--- config.mk ---
export PLATFORM = sky130hd
export DESIGN_NAME = lsu_ctrl
export DESIGN_NICKNAME = d
export VERILOG_FILES = /design/src/rtl/rv32_pkg.sv /design/src/rtl/lsu_lane_align.sv /design/src/rtl/lsu_ctrl.sv
export SDC_FILE = /design/constraint.sdc
export NUM_CORES = 1
export LEC_CHECK = 0
export BUFFER_PORTS_ARGS = -buffer_cell sky130_fd_sc_hd__buf_4
export CAP_MARGIN = 20
export CORE_ASPECT_RATIO = 0.8
export CORE_MARGIN = 2
export CORE_UTILIZATION = 45
export CTS_CLUSTER_DIAMETER = 200
export CTS_CLUSTER_SIZE = 12
export DETAILED_ROUTE_END_ITERATION = 10
export PLACE_DENSITY = 0.73
export SLEW_MARGIN = 0
export SYNTH_ARGS = -nofsm -noshare
export SYNTH_HDL_FRONTEND = slang
export SYNTH_SLANG_ARGS = --single-unit
--- constraint.sdc ---
create_clock -name clk -period 2.8 [get_ports clk]
set_input_delay 0.84 -clock clk [delete_from_list [all_inputs] [get_ports clk]]
set_output_delay 0.84 -clock clk [all_outputs]
set_load 0.02 [all_outputs]
--- src/rtl/rv32_pkg.sv ---
// Shared RV32I memory-access definitions: opcodes, func3 width codes and the
// state / exception encodings used by the load/store sequencer.
package rv32_pkg;

    localparam logic [6:0] OP_LOAD  = 7'b0000011;
    localparam logic [6:0] OP_STORE = 7'b0100011;

    localparam logic [2:0] F3_LB  = 3'b000;
    localparam logic [2:0] F3_LH  = 3'b001;
    localparam logic [2:0] F3_LW  = 3'b010;
    localparam logic [2:0] F3_LBU = 3'b100;
    localparam logic [2:0] F3_LHU = 3'b101;
    localparam logic [2:0] F3_SB  = 3'b000;
    localparam logic [2:0] F3_SH  = 3'b001;
    localparam logic [2:0] F3_SW  = 3'b010;

    typedef enum logic [1:0] {IDLE, REQ, WAIT, DONE} lsu_state_t;

    typedef enum logic [1:0] {
        EXC_NONE     = 2'b00,
        EXC_MISALIGN = 2'b01,
        EXC_TIMEOUT  = 2'b10,
        EXC_ILLEGAL  = 2'b11
    } lsu_exc_t;

    // func3[1:0] is the access size: 00 byte, 01 half, 10 word.
    function automatic logic is_misaligned(input logic [1:0] size, input logic [1:0] lo);
        return (size == 2'b01 && lo[0]) || (size == 2'b10 && lo != 2'b00);
    endfunction

endpackage

--- src/rtl/lsu_lane_align.sv ---
// Byte-lane steering for the data bus: byte enables and store replication on
// the way out, lane extract with sign/zero extension on the way back.
module lsu_lane_align
    import rv32_pkg::*;
(
    input  logic [2:0]  func3,
    input  logic [1:0]  addr_lo,
    input  logic [31:0] wdata,
    input  logic [31:0] rdata,
    output logic [3:0]  be,
    output logic [31:0] wdata_rep,
    output logic [31:0] load_ext
);

    logic [7:0]  byte_sel;
    logic [15:0] half_sel;

    always_comb begin
        // NOTE: every output gets a default first so no path can infer a latch.
        be        = 4'b1111;
        wdata_rep = wdata;
        load_ext  = rdata;
        case (addr_lo)
            2'd0:    byte_sel = rdata[7:0];
            2'd1:    byte_sel = rdata[15:8];
            2'd2:    byte_sel = rdata[23:16];
            default: byte_sel = rdata[31:24];
        endcase
        half_sel = addr_lo[1] ? rdata[31:16] : rdata[15:0];

        case (func3[1:0])
            2'b00: begin
                be        = 4'b0001 << addr_lo;
                wdata_rep = {4{wdata[7:0]}};
                load_ext  = func3[2] ? {24'h0, byte_sel} : {{24{byte_sel[7]}}, byte_sel};
            end
            2'b01: begin
                be        = addr_lo[1] ? 4'b1100 : 4'b0011;
                wdata_rep = {2{wdata[15:0]}};
                load_ext  = func3[2] ? {16'h0, half_sel} : {{16{half_sel[15]}}, half_sel};
            end
            default: ;
        endcase
    end

endmodule

--- src/rtl/lsu_ctrl.sv ---
// Load/store sequencer: accept check in IDLE, req/gnt then rvalid handshake,
// pipeline stall while busy, and a per-phase timeout that aborts the access.
module lsu_ctrl
    import rv32_pkg::*;
#(
    parameter int TIMEOUT = 255
) (
    input  logic        clk,
    input  logic        rst_n,
    input  logic        mem_read,
    input  logic        mem_write,
    input  logic [2:0]  func3,
    input  logic [31:0] addr,
    input  logic [31:0] wdata,
    output logic        lsu_stall,
    output logic        load_valid,
    output logic [31:0] load_data,
    output logic        exc_valid,
    output logic [1:0]  exc_cause,
    output logic        dmem_req,
    output logic        dmem_we,
    output logic [3:0]  dmem_be,
    output logic [31:0] dmem_addr,
    output logic [31:0] dmem_wdata,
    input  logic        dmem_gnt,
    input  logic        dmem_rvalid,
    input  logic [31:0] dmem_rdata
);

    localparam int CW = $clog2(TIMEOUT + 1);

    lsu_state_t  state;
    logic [CW-1:0] cnt;
    logic        op_load;
    logic [2:0]  f3_q;
    logic [1:0]  lo_q;
    logic [3:0]  be_q;
    logic [31:0] addr_q;
    logic [31:0] wdata_q;
    logic [31:0] ld_q;

    logic        in_idle, access, illegal, misalign, accept, busy, timeout;
    logic [2:0]  la_f3;
    logic [1:0]  la_lo;
    logic [3:0]  la_be;
    logic [31:0] la_wdata, la_ext;
    lsu_exc_t    exc;

    // Reset gates the combinational decode so every output reads 0 while rst_n is low.
    assign in_idle  = rst_n && state == IDLE;
    assign access   = mem_read || mem_write;
    assign illegal  = (mem_read && mem_write)
                   || (mem_read && (func3 == 3'b011 || func3[2:1] == 2'b11))
                   || (mem_write && func3 > F3_SW);
    assign misalign = is_misaligned(func3[1:0], addr[1:0]);
    assign accept   = in_idle && access && !illegal && !misalign;
    assign busy     = state == REQ || state == WAIT;
    assign timeout  = busy && cnt == CW'(TIMEOUT);

    // One aligner serves both directions: live inputs during accept, registered op afterwards.
    assign la_f3 = (state == IDLE) ? func3 : f3_q;
    assign la_lo = (state == IDLE) ? addr[1:0] : lo_q;

    lsu_lane_align u_align (
        .func3     (la_f3),
        .addr_lo   (la_lo),
        .wdata     (wdata),
        .rdata     (dmem_rdata),
        .be        (la_be),
        .wdata_rep (la_wdata),
        .load_ext  (la_ext)
    );

    always_ff @(posedge clk or negedge rst_n) begin
        if (!rst_n) begin
            state   <= IDLE;
            cnt     <= '0;
            op_load <= 1'b0;
            f3_q    <= '0;
            lo_q    <= '0;
            be_q    <= '0;
            addr_q  <= '0;
            wdata_q <= '0;
            ld_q    <= '0;
        end else begin
            // NOTE: sequential state uses non-blocking assignments only.
            case (state)
                IDLE: if (accept) begin
                    op_load <= mem_read;
                    f3_q    <= func3;
                    lo_q    <= addr[1:0];
                    be_q    <= la_be;
                    addr_q  <= {addr[31:2], 2'b00};
                    wdata_q <= la_wdata;
                    cnt     <= '0;
                    state   <= REQ;
                end
                REQ: begin
                    if (timeout) begin
                        cnt   <= '0;
                        state <= IDLE;
                    end else if (dmem_gnt) begin
                        cnt   <= '0;
                        state <= op_load ? WAIT : DONE;
                    end else begin
                        cnt <= cnt + 1'b1;
                    end
                end
                WAIT: begin
                    if (timeout) begin
                        cnt   <= '0;
                        state <= IDLE;
                    end else if (dmem_rvalid) begin
                        ld_q  <= la_ext;
                        cnt   <= '0;
                        state <= DONE;
                    end else begin
                        cnt <= cnt + 1'b1;
                    end
                end
                default: state <= IDLE;
            endcase
        end
    end

    always_comb begin
        exc = EXC_NONE;
        if (in_idle && access && illegal)       exc = EXC_ILLEGAL;
        else if (in_idle && access && misalign) exc = EXC_MISALIGN;
        else if (timeout)                       exc = EXC_TIMEOUT;
    end

    assign exc_valid  = exc != EXC_NONE;
    assign exc_cause  = exc;
    assign lsu_stall  = accept || (busy && !timeout);
    assign dmem_req   = state == REQ && !timeout;
    assign dmem_we    = dmem_req && !op_load;
    assign dmem_be    = dmem_req ? be_q : 4'b0000;
    assign dmem_addr  = dmem_req ? addr_q : 32'h0;
    assign dmem_wdata = dmem_req ? wdata_q : 32'h0;
    assign load_valid = state == DONE && op_load;
    assign load_data  = ld_q;

endmodule

==> summary.txt <==
Status
  • Status: finished with violations
  • Failing checks: negative setup slack

Clock tree
  • TritonCTS Sinks: 114
  • CTS Buffer Depth: 2
  • CTS tree: built
  • Clk slew on worst S/H paths: 0.05 ns
  • Worst-Skew Late Latency: 0.42 ns
  • H-tree levels: 4
  • Root buf cell: clkbuf_16
  • CTS Buf Count: 17

STA
  • Slew HR: 47.7%
  • RSZ-0062 raised after global routing: yes
  • Tmin final: 3.08 ns
  • Final Hold Fails: 0
  • Maximum clock rate: 324 MHz
  • Final setup margin: -0.284 ns
  • Count of final setup violators: 69
  • Crit share post-route: 110%
  • Worst-Margin Slew: 0.784 ns
  • Clock Skew: 0.00791 ns
  • Post-route setup TNS: -15.95 ns
  • Final slew viol count: 0

Power and ir drop
  • Total power: 9740 uW
  • Max VDD drop: 577 uV
  • PwrDens: 1070 nW/um2
  • Lkg Pwr: 0.00444 uW

Logic synthesis
  • Yosys top cell area share: 48.5%
  • Count leader, synth: nand2_1
  • Top FF cell, synth: dfrtp_1
  • Synth unique cells: 48
  • Asr flop ratio synth: 100%
  • Top cells by count, synth: 203 x nand2_1, 114 x dfrtp_1, 67 x and3_1
  • Synth Instances: 686
  • #FFs+latches synth: 114
  • Seq/Total Area, Yosys: 48.5%
  • Post-synth EDFFs: 0
  • Synth top area cells: dfrtp_1 49%, nand2_1 13%, and3_1 7.1%, nand3_1 3.0%, nor2_1 2.8%
  • Synth warnings: 0
  • Cell taking the most area after synthesis: dfrtp_1
  • Mapped Area: 5880 um2
  • Avg Cell Area, Syn: 8.57 um2

Route
  • DRT Wirelength: 20.5 mm
  • Wire per inst: 18.8 um
  • Antenna Violating Nets Remaining: 0
  • Drt first pass iters: 7
  • DRC violations left: 0
  • Vias: 6253
  • DR vias/cell: 5.72
  • 1st-iter DRT viols: 834

Critical path
  • Crit path required time: 1.96 ns
  • CP Capture Type: output pin
  • Setup crit start kind: flip-flop
  • CP delay by family, top: simple AND/OR/NAND/NOR gates
  • Data arrival time of the critical path: 2.24 ns
  • WS Path Type: reg -> out
  • Worst-path cell chain: inv_2 > ha_4 > nand3_4 > or3_4 > clkbuf_16 > and3_4 > buf_6
  • Crit path buf inv count: 3
  • Crit path max-delay cell type: or3_4
  • CP max FO: 6
  • Slowest Stage Delay on Critical Path: 0.51 ns

Floorplanning
  • Die Height: 106 um
  • Die Width: 132 um
  • Row cnt: 37
  • Floorplan Core Area: 12800 um2
  • Die area: 14000 um2
  • IO Count: 212
  • Initial core utilization: 45.8%

Placed design
  • I/O Buffers: 209
  • Dpl ws: -0.00305 ns
  • Routability congestion estimate: 0.902
  • Post-DP HPWL: 12.9 mm

Global routing
  • Grt ovf: 0
  • Initial antenna violation count: 0
  • Aggregate global-route resource usage: 27.0%
  • Vias in the first global route: 5741
  • Largest net degree at the start of global routing: 91
  • First-pass GRT wire length: 29.8 mm

Finish
  • N_diodes: 0
  • Layout cell share with drive strength beyond 1: 40.4%
  • Fin nets: 1019
  • Layout area overhead: 54.6%

Flow run
  • Maxcap violations: 0

Worst hold path
  • HP Class: reg -> reg
final timing paths:
path	start	end	slack, ns	depth (start not counted)
setup / recovery	state[0]	dmem_addr[11]	-0.28	7
hold / removal	addr_q[22]	addr_q[22]	0.47	2
setup reg to reg	state[0]	load_data[27]	0.25	10
hold reg to reg	addr_q[22]	addr_q[22]	0.47	2
max in group asynchronous	rst_n	addr_q[13]	1.59	2
min in group asynchronous	rst_n	be_q[1]	0.65	2
per-stage QoR:
stage | cells | area (um2) | hold WS [ns] | util, %
after detailed placement | 1038 | 7590 | 0.452 | 59.2
after global routing | 1094 | 9090 | 0.498 | 70.9
final | 1094 | 9090 | 0.473 | 70.9
after floorplan | 687 | 5890 | 0.431 | -
after CTS | 1072 | 8540 | 0.469 | 66.6
after global placement | 1038 | 7590 | 0.446 | 59.2
what timing repair did:
item | CTS | global route
hold buffers | 0 | 0
endpoints found under the setup margin | 72 | 71
setup buffers | 3 | 13
cloned | 1 | 9
resized for setup | 88 | 61
pin swaps | 20 | 4
registers in the layout, indices dropped and copies added, names as in the netlist:
register,flops
load_data,32
wdata_q,32
addr_q,30
cnt,8
be_q,4
f3_q,3
lo_q,2
state,2
op_load,1
logic make-up (layout without fill, tap and decap cells):
logic type / Yosys count / after routing / share of synthesized area [%]
AOI/OAI and AO/OA: 111 / 111 / 13.2
DFF: 114 / 114 / 48.5
other: 1 / 2 / 0.0638
and+or+nand+nor: 381 / 382 / 29.6
buffers and inverters: 60 / 291 / 4.87
adders and majority gates: 6 / 6 / 1.28
muxes: 13 / 13 / 2.47
worst reg2reg max path: cells and delay by family (launching register included):
| family | cells | cell delay, ns |
|---|---|---|
| AND/OR/NAND/NOR | 4 | 0.90 |
| AO/OA/AOI/OAI | 1 | 0.21 |
| adder cells (fa/ha/maj) | 1 | 0.29 |
| buffers and inverters | 4 | 0.66 |
| flip-flops | 1 | 0.37 |
area by class of cell:
type	count	area [um2]
inverter	6	22.5
sequential	114	2850
fill	932	3740
clock inverter	6	82.6
timing repair buffer	255	2330
tap	175	219
clock buffer	24	462
multi-input combinational	514	3120
layer usage:
metal	vias to the layer above	global-route usage (%)	share of wire [%]
li1	2821	-	-
met1	3053	35.5	41
met2	331	42.5	48
met3	48	8.30	8.6
met4	0	9.63	2.7
met5	-	0	0
cell usage in the layout, fill, tap and decap left out, drive strengths merged, types with 4 or more instances in the layout:
| cell | count |
|---|---|
| a22oi | 9 |
| or2 | 4 |
| a221oi | 8 |
| and3 | 68 |
| clkbuf | 29 |
| mux2i | 4 |
| ha | 6 |
| nor3b | 4 |
| nand2 | 203 |
| o21ai | 29 |
| mux2 | 9 |
| inv | 6 |
| buf | 250 |
| a31oi | 25 |
| a21oi | 12 |
| nand3 | 37 |
| nor3 | 8 |
| dfrtp | 114 |
| nor2 | 45 |
| a222oi | 7 |
power by group:
| group | switching, uW | internal, uW |
|---|---|---|
| Clock | 718 | 1310 |
| Sequential | 459 | 2370 |
| Combinational | 2680 | 2200 |
Power figures use the tool's default switching activity.
